File: config.mk
export PLATFORM = sky130hd
export DESIGN_NAME = param_stack_flat
export DESIGN_NICKNAME = d
export VERILOG_FILES = /design/src/rtl/param_stack_if.sv /design/src/rtl/param_stack.sv /design/src/flat_wrapper.sv
export SDC_FILE = /design/constraint.sdc
export NUM_CORES = 1
export LEC_CHECK = 0
export CORE_ASPECT_RATIO = 1.1
export CORE_MARGIN = 4
export CORE_UTILIZATION = 24
export CTS_CLUSTER_DIAMETER = 200
export CTS_CLUSTER_SIZE = 24
export DETAILED_ROUTE_END_ITERATION = 12
export SETUP_SLACK_MARGIN = 0.15
export SYNTH_ARGS = -nofsm -noshare
export SYNTH_HDL_FRONTEND = slang
export SYNTH_SLANG_ARGS = --single-unit
File: constraint.sdc
create_clock -name clock -period 6.45 [get_ports clock]
set_input_delay 1.29 -clock clock [delete_from_list [all_inputs] [get_ports clock]]
set_output_delay 1.29 -clock clock [all_outputs]
set_load 0.01 [all_outputs]
File: src/rtl/param_stack_if.sv
// Operand-stack port bundle: the control unit drives ops and data, the stack returns TOS/NOS and status.
interface param_stack_if #(
    parameter int WIDTH = 32,
    parameter int DEPTH = 16,
    localparam int CNT_W = $clog2(DEPTH + 1)
);
    logic             enable;
    logic             push;
    logic             pop;
    logic             pop_alu;
    logic             clear_err;
    logic [WIDTH-1:0] data_in;
    logic [WIDTH-1:0] tos;
    logic [WIDTH-1:0] nos;
    logic [CNT_W-1:0] count;
    logic             empty;
    logic             full;
    logic             overflow;
    logic             underflow;

    modport master (
        output enable, push, pop, pop_alu, clear_err, data_in,
        input  tos, nos, count, empty, full, overflow, underflow
    );

    modport slave (
        input  enable, push, pop, pop_alu, clear_err, data_in,
        output tos, nos, count, empty, full, overflow, underflow
    );
endinterface

File: src/rtl/param_stack.sv
// Parametrised LIFO operand stack with TOS/NOS visibility, replace-top and ALU pop-two/push-one ops,
// and sticky overflow/underflow flags.
module param_stack #(
    parameter int WIDTH = 32,
    parameter int DEPTH = 16,
    localparam int CNT_W = $clog2(DEPTH + 1),
    localparam int AW    = $clog2(DEPTH)
) (
    input logic        clock,
    input logic        reset,
    param_stack_if.slave bus
);
    logic [WIDTH-1:0] mem_r [DEPTH];
    logic [CNT_W-1:0] count_r;
    logic             overflow_r;
    logic             underflow_r;

    logic [CNT_W-1:0] next_count_s;
    logic [AW-1:0]    cnt_lo_s;
    logic [AW-1:0]    wr_addr_s;
    logic             wr_en_s;
    logic             ovf_set_s;
    logic             unf_set_s;
    logic             empty_s;
    logic             full_s;
    logic             lt2_s;

    // Entry indices wrap modulo 2^AW; count never exceeds DEPTH so count-1/count-2 stay in range.
    assign cnt_lo_s = count_r[AW-1:0];
    assign empty_s  = (count_r == CNT_W'(0));
    assign full_s   = (count_r == CNT_W'(DEPTH));
    assign lt2_s    = (count_r < CNT_W'(2));

    // Op decode: next count, storage write and error-set requests (pop_alu overrides pop).
    always_comb begin
        next_count_s = count_r;
        wr_en_s      = 1'b0;
        wr_addr_s    = cnt_lo_s;
        ovf_set_s    = 1'b0;
        unf_set_s    = 1'b0;
        case ({bus.pop_alu, bus.push, bus.pop})
            3'b010: begin
                if (full_s) begin
                    ovf_set_s = 1'b1;
                end else begin
                    wr_en_s      = 1'b1;
                    wr_addr_s    = cnt_lo_s;
                    next_count_s = count_r + CNT_W'(1);
                end
            end
            3'b001: begin
                if (empty_s) begin
                    unf_set_s = 1'b1;
                end else begin
                    next_count_s = count_r - CNT_W'(1);
                end
            end
            3'b011: begin
                if (empty_s) begin
                    wr_en_s      = 1'b1;
                    wr_addr_s    = cnt_lo_s;
                    next_count_s = count_r + CNT_W'(1);
                end else begin
                    wr_en_s   = 1'b1;
                    wr_addr_s = cnt_lo_s - AW'(1);
                end
            end
            3'b100, 3'b101: begin
                if (lt2_s) begin
                    unf_set_s = 1'b1;
                end else begin
                    next_count_s = count_r - CNT_W'(2);
                end
            end
            3'b110, 3'b111: begin
                if (lt2_s) begin
                    unf_set_s = 1'b1;
                end else begin
                    wr_en_s      = 1'b1;
                    wr_addr_s    = cnt_lo_s - AW'(2);
                    next_count_s = count_r - CNT_W'(1);
                end
            end
            default: begin
                next_count_s = count_r;
            end
        endcase
    end

    // Storage has no reset; stale words are hidden by the count qualification on the read side.
    always_ff @(posedge clock) begin
        if (bus.enable && wr_en_s) begin
            mem_r[wr_addr_s] <= bus.data_in;
        end
    end

    // Stack pointer and sticky error flags; a new error wins over clear_err in the same cycle.
    always_ff @(posedge clock or negedge reset) begin
        if (!reset) begin
            count_r     <= CNT_W'(0);
            overflow_r  <= 1'b0;
            underflow_r <= 1'b0;
        end else if (bus.enable) begin
            count_r     <= next_count_s;
            overflow_r  <= ovf_set_s | (overflow_r & ~bus.clear_err);
            underflow_r <= unf_set_s | (underflow_r & ~bus.clear_err);
        end else begin
            count_r     <= count_r;
            overflow_r  <= overflow_r;
            underflow_r <= underflow_r;
        end
    end

    assign bus.tos       = empty_s ? {WIDTH{1'b0}} : mem_r[cnt_lo_s - AW'(1)];
    assign bus.nos       = lt2_s   ? {WIDTH{1'b0}} : mem_r[cnt_lo_s - AW'(2)];
    assign bus.count     = count_r;
    assign bus.empty     = empty_s;
    assign bus.full      = full_s;
    assign bus.overflow  = overflow_r;
    assign bus.underflow = underflow_r;
endmodule

File: src/flat_wrapper.sv
// flat-port wrapper written by rule: the top's interface ports become plain ports
module param_stack_flat 
#(
    parameter int WIDTH = 32,
    parameter int DEPTH = 16,
    localparam int CNT_W = $clog2(DEPTH + 1),
    localparam int AW    = $clog2(DEPTH)
)
  (clock, reset, bus_enable, bus_push, bus_pop, bus_pop_alu, bus_clear_err, bus_data_in, bus_tos, bus_nos, bus_count, bus_empty, bus_full, bus_overflow, bus_underflow);
  param_stack_if #(.WIDTH(WIDTH), .DEPTH(DEPTH)) bus_i ();
  input logic clock;
  input logic reset;
  input wire logic [$bits(bus_i.enable)-1:0] bus_enable;
  input wire logic [$bits(bus_i.push)-1:0] bus_push;
  input wire logic [$bits(bus_i.pop)-1:0] bus_pop;
  input wire logic [$bits(bus_i.pop_alu)-1:0] bus_pop_alu;
  input wire logic [$bits(bus_i.clear_err)-1:0] bus_clear_err;
  input wire logic [$bits(bus_i.data_in)-1:0] bus_data_in;
  output wire logic [$bits(bus_i.tos)-1:0] bus_tos;
  output wire logic [$bits(bus_i.nos)-1:0] bus_nos;
  output wire logic [$bits(bus_i.count)-1:0] bus_count;
  output wire logic [$bits(bus_i.empty)-1:0] bus_empty;
  output wire logic [$bits(bus_i.full)-1:0] bus_full;
  output wire logic [$bits(bus_i.overflow)-1:0] bus_overflow;
  output wire logic [$bits(bus_i.underflow)-1:0] bus_underflow;
  assign bus_i.enable = bus_enable;
  assign bus_i.push = bus_push;
  assign bus_i.pop = bus_pop;
  assign bus_i.pop_alu = bus_pop_alu;
  assign bus_i.clear_err = bus_clear_err;
  assign bus_i.data_in = bus_data_in;
  assign bus_tos = bus_i.tos;
  assign bus_nos = bus_i.nos;
  assign bus_count = bus_i.count;
  assign bus_empty = bus_i.empty;
  assign bus_full = bus_i.full;
  assign bus_overflow = bus_i.overflow;
  assign bus_underflow = bus_i.underflow;
  param_stack #(.WIDTH(WIDTH), .DEPTH(DEPTH)) u_core (.clock(clock), .reset(reset), .bus(bus_i));
endmodule
# Yosys cells after proc, flatten, opt, wreduce, memory -nomap -nowiden
# Memory sizes are Yosys's and may differ from the RTL's.
# Index checks and enable logic that the tools add are counted.
totals:
  register_bits: 7
  latch_bits: 0
  ram_bits: 512
  rom_bits: 0
  input_bits: 39
  out_inout_bits: 73
  wordCells: 56
  mem_count: 1
op_classes:
  addsub: 5
  multipliers: 0
  div_mod_pow: 0
  n_lt_le_gt_ge: 1
  eq_ne: 13
  shifts: 0
  muxes: 21
  n_bitwise: 5
  n_reduce_logical: 7
mem_list:
  columns: ["memory", "words", "word_bits", "rd", "rd_clocked_by_memory_dff", "wr", "line", "source"]
  rows:
  - ["u_core.mem_r", 16, 32, 2, 0, 1, "param_stack.sv:13", "logic [WIDTH-1:0] mem_r [DEPTH];"]
op_table:
  columns: ["operator", "count"]
  rows:
  - ["32-bit 2-to-1 mux", 2]
  - ["5-bit 2-to-1 mux", 5]
  - ["5-bit case mux with 5 select lines", 1]
  - ["3-bit == test (second input constant)", 4]
  - ["1-bit 2-to-1 mux", 8]
  - ["4-bit 2-to-1 mux", 2]
  - ["2-bit != test (second input constant)", 4]
  - ["4-bit case mux with 2 select lines", 1]
  - ["7-bit AND reduction", 1]
  - ["3-bit by 2-bit == test with 1-bit output (second input constant)", 2]
  - ["5-bit by 1-bit adder with 5-bit output (second input constant)", 1]
  - ["5-bit == test (second input constant)", 1]
  - ["5-bit zero test", 1]
  - ["5-bit by 2-bit less-than comparator with 1-bit output (second input constant)", 1]
  - ["5-bit nonzero test", 1]
  - ["5-bit by 1-bit subtractor with 5-bit output (second input constant)", 1]
  - ["5-bit by 2-bit subtractor with 5-bit output (second input constant)", 1]
  - ["2-bit OR reduction", 2]
  - ["4-bit OR reduction", 1]
  - ["4-bit by 1-bit subtractor with 4-bit output (second input constant)", 1]
  - ["4-bit by 2-bit subtractor with 4-bit output (second input constant)", 1]
  - ["3-bit by 1-bit == test with 1-bit output (second input constant)", 1]
  - ["1-bit case mux with 3 select lines", 1]
  - ["1-bit AND", 2]
  - ["5 further kinds", 6]

# Longest topological paths before layout
logic_depth:
  ltp_word: 6
  mapped_depth: 11
  depth_no_buf: 9

# Worst setup path before layout
# No wires, ideal clock.
synth_timing:
  path_type: "register to register"
  startpoint: "reg u_core.count_r[1], in the netlist u_core.bus.count[1]"
  endpoint: "mem u_core.mem_r[15][0], enable pin"
  setup_time_ns: 0.468
  arrival_ns: 4.879
  required_time_ns: 5.982
  setup_slack_ns: 1.103
  path_stages_with_launch: 12
  n_path_buf: 3
  synth_period_minus_slack_ns: 5.347
  path_cell_list: "dfrtp_1 -> clkbuf_1 -> buf_1 -> inv_1 -> ha_1 -> or4b_4 -> clkinv_4 -> nor2_2 -> a21o_1 -> a21o_1 -> buf_4 -> nor3b_1"
synth_via:
  elab_chain_cells: 6
  elab_cells_between_ends: 14
  cone_classes: "add/sub: 2; order compare: 1; eq/ne: 1; mux: 8; reduce/logical: 2"
synth_lines:
  columns: ["element", "line", "source"]
  rows:
  - ["from (decl)", "param_stack.sv:14", "logic [CNT_W-1:0] count_r;"]
  - ["from (signal assigned)", "param_stack.sv:104", "count_r <= next_count_s;"]
  - ["from (signal assigned)", "param_stack.sv:108", "count_r <= count_r;"]
  - ["5-bit by 2-bit less-than comparator with 1-bit output / 5-bit == test (equally long branches)", "param_stack.sv:32, param_stack.sv:31", null]
  - ["1-bit 2-to-1 mux (on tied branches)", "param_stack.sv:76, param_stack.sv:43", null]
  - ["1-bit case mux with 3 select lines", "param_stack.sv:41", "case ({bus.pop_alu, bus.push, bus.pop})"]
  - ["1-bit logical AND", "param_stack.sv:92", "if (bus.enable && wr_en_s) begin"]
  - ["1-bit 2-to-1 mux", "param_stack.sv:92", null]
  - ["1-bit 2-to-1 mux (implied by the code)", "param_stack.sv:93", "mem_r[wr_addr_s] <= bus.data_in;"]
  - ["to (decl)", "param_stack.sv:13", null]
# Parallel ways exist; a longest one is shown, timed or not.

# Worst setup path in the final report
layout_timing:
  startpoint: "reg u_core.count_r[2], in the netlist u_core.bus.count[2]"
  endpoint: "out bus_tos[18]"
layout_via:
  elab_chain_cells: 3
  elab_cells_between_ends: 4
  cone_classes: "add/sub: 1; mux: 1; reduce/logical: 1; memory: 1"
layout_lines:
  columns: ["element", "line", "source"]
  rows:
  - ["4-bit by 1-bit subtractor with 4-bit output", "param_stack.sv:114", "assign bus.tos = empty_s ? {WIDTH{1'b0}} : mem_r[cnt_lo_s - AW'(1)];"]
  - ["memory read 16 x 32 bit", null, null]
  - ["32-bit 2-to-1 mux *", "param_stack.sv:114", null]
  - ["to (decl)", "flat_wrapper.sv:19", "output wire logic [$bits(bus_i.tos)-1:0] bus_tos;"]
# Every way passes the cells marked *; elsewhere a longest branch is shown, timed or not.

==> results.sh <==
export IMPL_outcome="finished, final reports clean"
export IMPL_clock_path_buffers=3
export IMPL_core_area_um2=102000
export IMPL_ys_warn_count=0
export IMPL_cts_buffers=25
export IMPL_synth_top_area_share=0.6241
export IMPL_ant_nets=0
export IMPL_max_freq_mhz=170.6
export IMPL_grt_overflow_total=0
export IMPL_dieArea_um2=107800
export IMPL_grt_max_degree=132
export IMPL_clock_root_buffer="clkbuf_16"
export IMPL_hpwl_mm=43.77
export IMPL_critPathMaxFanout=20
export IMPL_grt_pass1_vias=14770
export IMPL_htreeDepth=1
export IMPL_portBuffers=111
export IMPL_r2r_setup_slack_ns=2.05
export IMPL_die_h_um=344.0
export IMPL_post_route_util=0.2784
export IMPL_syn_inst=1391
export IMPL_worstPathArrival_ns=4.57
export IMPL_setup_ws_ns=0.5869
export IMPL_synth_seq_cells=519
export IMPL_yosys_area_top_type="edfxtp_1"
export IMPL_path_class="register to output port"
export IMPL_cp_required_ns=5.16
export IMPL_setup_viol=0
export IMPL_cts_resized=0
export IMPL_ys_async_sr_fraction=0.01349
export IMPL_grt_first_pass_wirelength_mm=105.3
export IMPL_vdd_drop_max_v=0.0005110
export IMPL_period_minus_slack_ns=5.863
export IMPL_clk_insertion_delay_late_ns=0.59
export IMPL_cts_setup_buffers=0
export IMPL_drt_iter0_markers=1561
export IMPL_io_pins=112
export IMPL_dieWidth_um=313.5
export IMPL_routed_wl_mm=73.05
export IMPL_dr_pass1_iters=5
export IMPL_pre_cts_ws_ns=1.009
export IMPL_cts_tree="yes"
export IMPL_drv_slew=0
export IMPL_fin_tns_setup_ns=0
export IMPL_area_growth_pct=15.30
export IMPL_wl_per_cell_um=25.47
export IMPL_hold_viol=0
export IMPL_r2r_cells=9
export IMPL_hold_path_depth=1
export IMPL_synth_enable_flop_cells=512
export IMPL_synth_main_ff_cell="edfxtp_1"
export IMPL_row_count=123
export IMPL_slew_headroom=0.3481
export IMPL_track_usage=0.1321
export IMPL_synth_net_count=1438
export IMPL_leakagePower_nw=8.845
export IMPL_crit_path_end_kind="output port"
export IMPL_antenna_found_initial=5
export IMPL_synth_area_leaders="edfxtp_1, mux4_2, mux2i_1, nand2_1, a21oi_1"
export IMPL_p_per_area_nw_per_um2=519.7
export IMPL_syn_area_um2=24630
export IMPL_fin_skew_ns=0.03043
export IMPL_cap_violations=0
export IMPL_finalWeightedCongestion=0.7747
export IMPL_hold_class="register to register"
export IMPL_syn_avg_cell_area_um2=17.71
export IMPL_whs_ns=0.4902
export IMPL_netlist_top_cells_count="edfxtp_1, mux4_2, nand2_1, mux2i_1, a21oi_1"
export IMPL_crit_path_start_kind="register"
export IMPL_route_detailed_drc=0
export IMPL_via_per_inst=4.989
export IMPL_finalNetCount=1529
export IMPL_worst_pin_slew_ns=0.9778
export IMPL_ys_seq_area_frac=0.6312
export IMPL_drive_above_1_share=0.2347
export IMPL_ctsHoldBuffers=0
export IMPL_num_vias=14310
export IMPL_clkTransAtPathRegs_ns=0.11
export IMPL_yosysUniqueCellTypes=57
export IMPL_start_util=0.2414
export IMPL_period_share=0.9090
export IMPL_cts_sinks=519
export IMPL_grt_setup_unrepaired="false"
export IMPL_yosysMostFrequentCell="edfxtp_1"
-- flip-flops by register name (all words and copies together) (netlist names) --
name                  count
u_core.mem_r            512
u_core.bus.overflow       1
u_core.bus.count          5
u_core.bus.underflow      1
-- layout make-up --
class / instances / area (um2)
fillers: 10050 / 73630
flip-flops and latches: 519 / 15550
multi-input cells: 756 / 8756
well taps: 1375 / 1720
repair buffers: 174 / 1667
clock buffers: 35 / 663.1
inverters: 6 / 27.53
clock inverters: 1 / 11.26
diodes: 2 / 5.005
-- routing by layer --
| metal | GRT usage | share of wire | up-vias |
|---|---|---|---|
| li1 | - | - | 5931 |
| met1 | 0.1737 | 0.41 | 7615 |
| met2 | 0.2253 | 0.49 | 636 |
| met3 | 0.01929 | 0.066 | 125 |
| met4 | 0.04362 | 0.034 | 2 |
| met5 | 0 | 0.00018 | - |
-- worst max-delay path, cell delays in order, from the launching register on --
cell             delay, ns
dfrtp_1               0.60
inv_1                 0.23
ha_1                  0.38
a21boi_0              0.51
xor2_4                0.46
buf_4                 0.42
nor4_1                0.13
a211oi_1              0.57
clkdlybuf4s50_1       0.67
-- power breakdown --
part           leakage (nW)  switching (mW)  internal [mW]  total [mW]
registers              4.69          0.0893           3.81        3.90
logic                  3.83            4.77           4.33        9.10
clock network         0.326            1.04          0.723        1.76
-- path summary, 6_finish.rpt --
kind                                      from                    to
min                        u_core.bus.overflow   u_core.bus.overflow
min reg2reg                u_core.bus.overflow   u_core.bus.overflow
max                        u_core.bus.count[2]           bus_tos[18]
max in group asynchronous                reset   u_core.bus.count[0]
max reg2reg                u_core.bus.count[2]  u_core.mem_r[14][28]
min in group asynchronous                reset   u_core.bus.overflow
-- cell families after synthesis --
family | synth area share
AO/OA/AOI/OAI | 0.04190
XOR/XNOR | 0.003555
adder cells (fa/ha/maj) | 0.004368
buffers and inverters | 0.02118
flip-flops | 0.6312
multiplexers | 0.2448
AND/OR/NAND/NOR | 0.05297
-- through the flow --
step | total power [mW] | cells | cell area, um2
after floorplan | 9.520 | 1391 | 24630
after global placement | 13.14 | 2830 | 27720
after detailed placement | 13.19 | 2830 | 27720
after CTS | 14.98 | 2866 | 28390
after global routing | 15.58 | 2867 | 28400
final | 14.76 | 2868 | 28400
-- placed cells by master (no fill, tap or decap), types with 5 or more instances in the layout --
| cell type | instances |
|---|---|
| a21oi_1 | 68 |
| a21o_1 | 7 |
| buf_12 | 5 |
| ha_1 | 5 |
| nor3_4 | 7 |
| nor2_1 | 9 |
| inv_1 | 5 |
| a211oi_1 | 34 |
| nand2b_1 | 6 |
| nor3b_2 | 7 |
| nand2_1 | 130 |
| nor2b_1 | 36 |
| o22ai_1 | 31 |
| o21ai_0 | 7 |
| clkdlybuf4s50_1 | 111 |
| clkbuf_16 | 25 |
| dfrtp_1 | 5 |
| clkbuf_1 | 10 |
| nor4_1 | 31 |
| buf_4 | 57 |
| mux4_2 | 226 |
| mux2i_1 | 94 |
| edfxtp_1 | 512 |
Power figures use the tool's default switching activity.
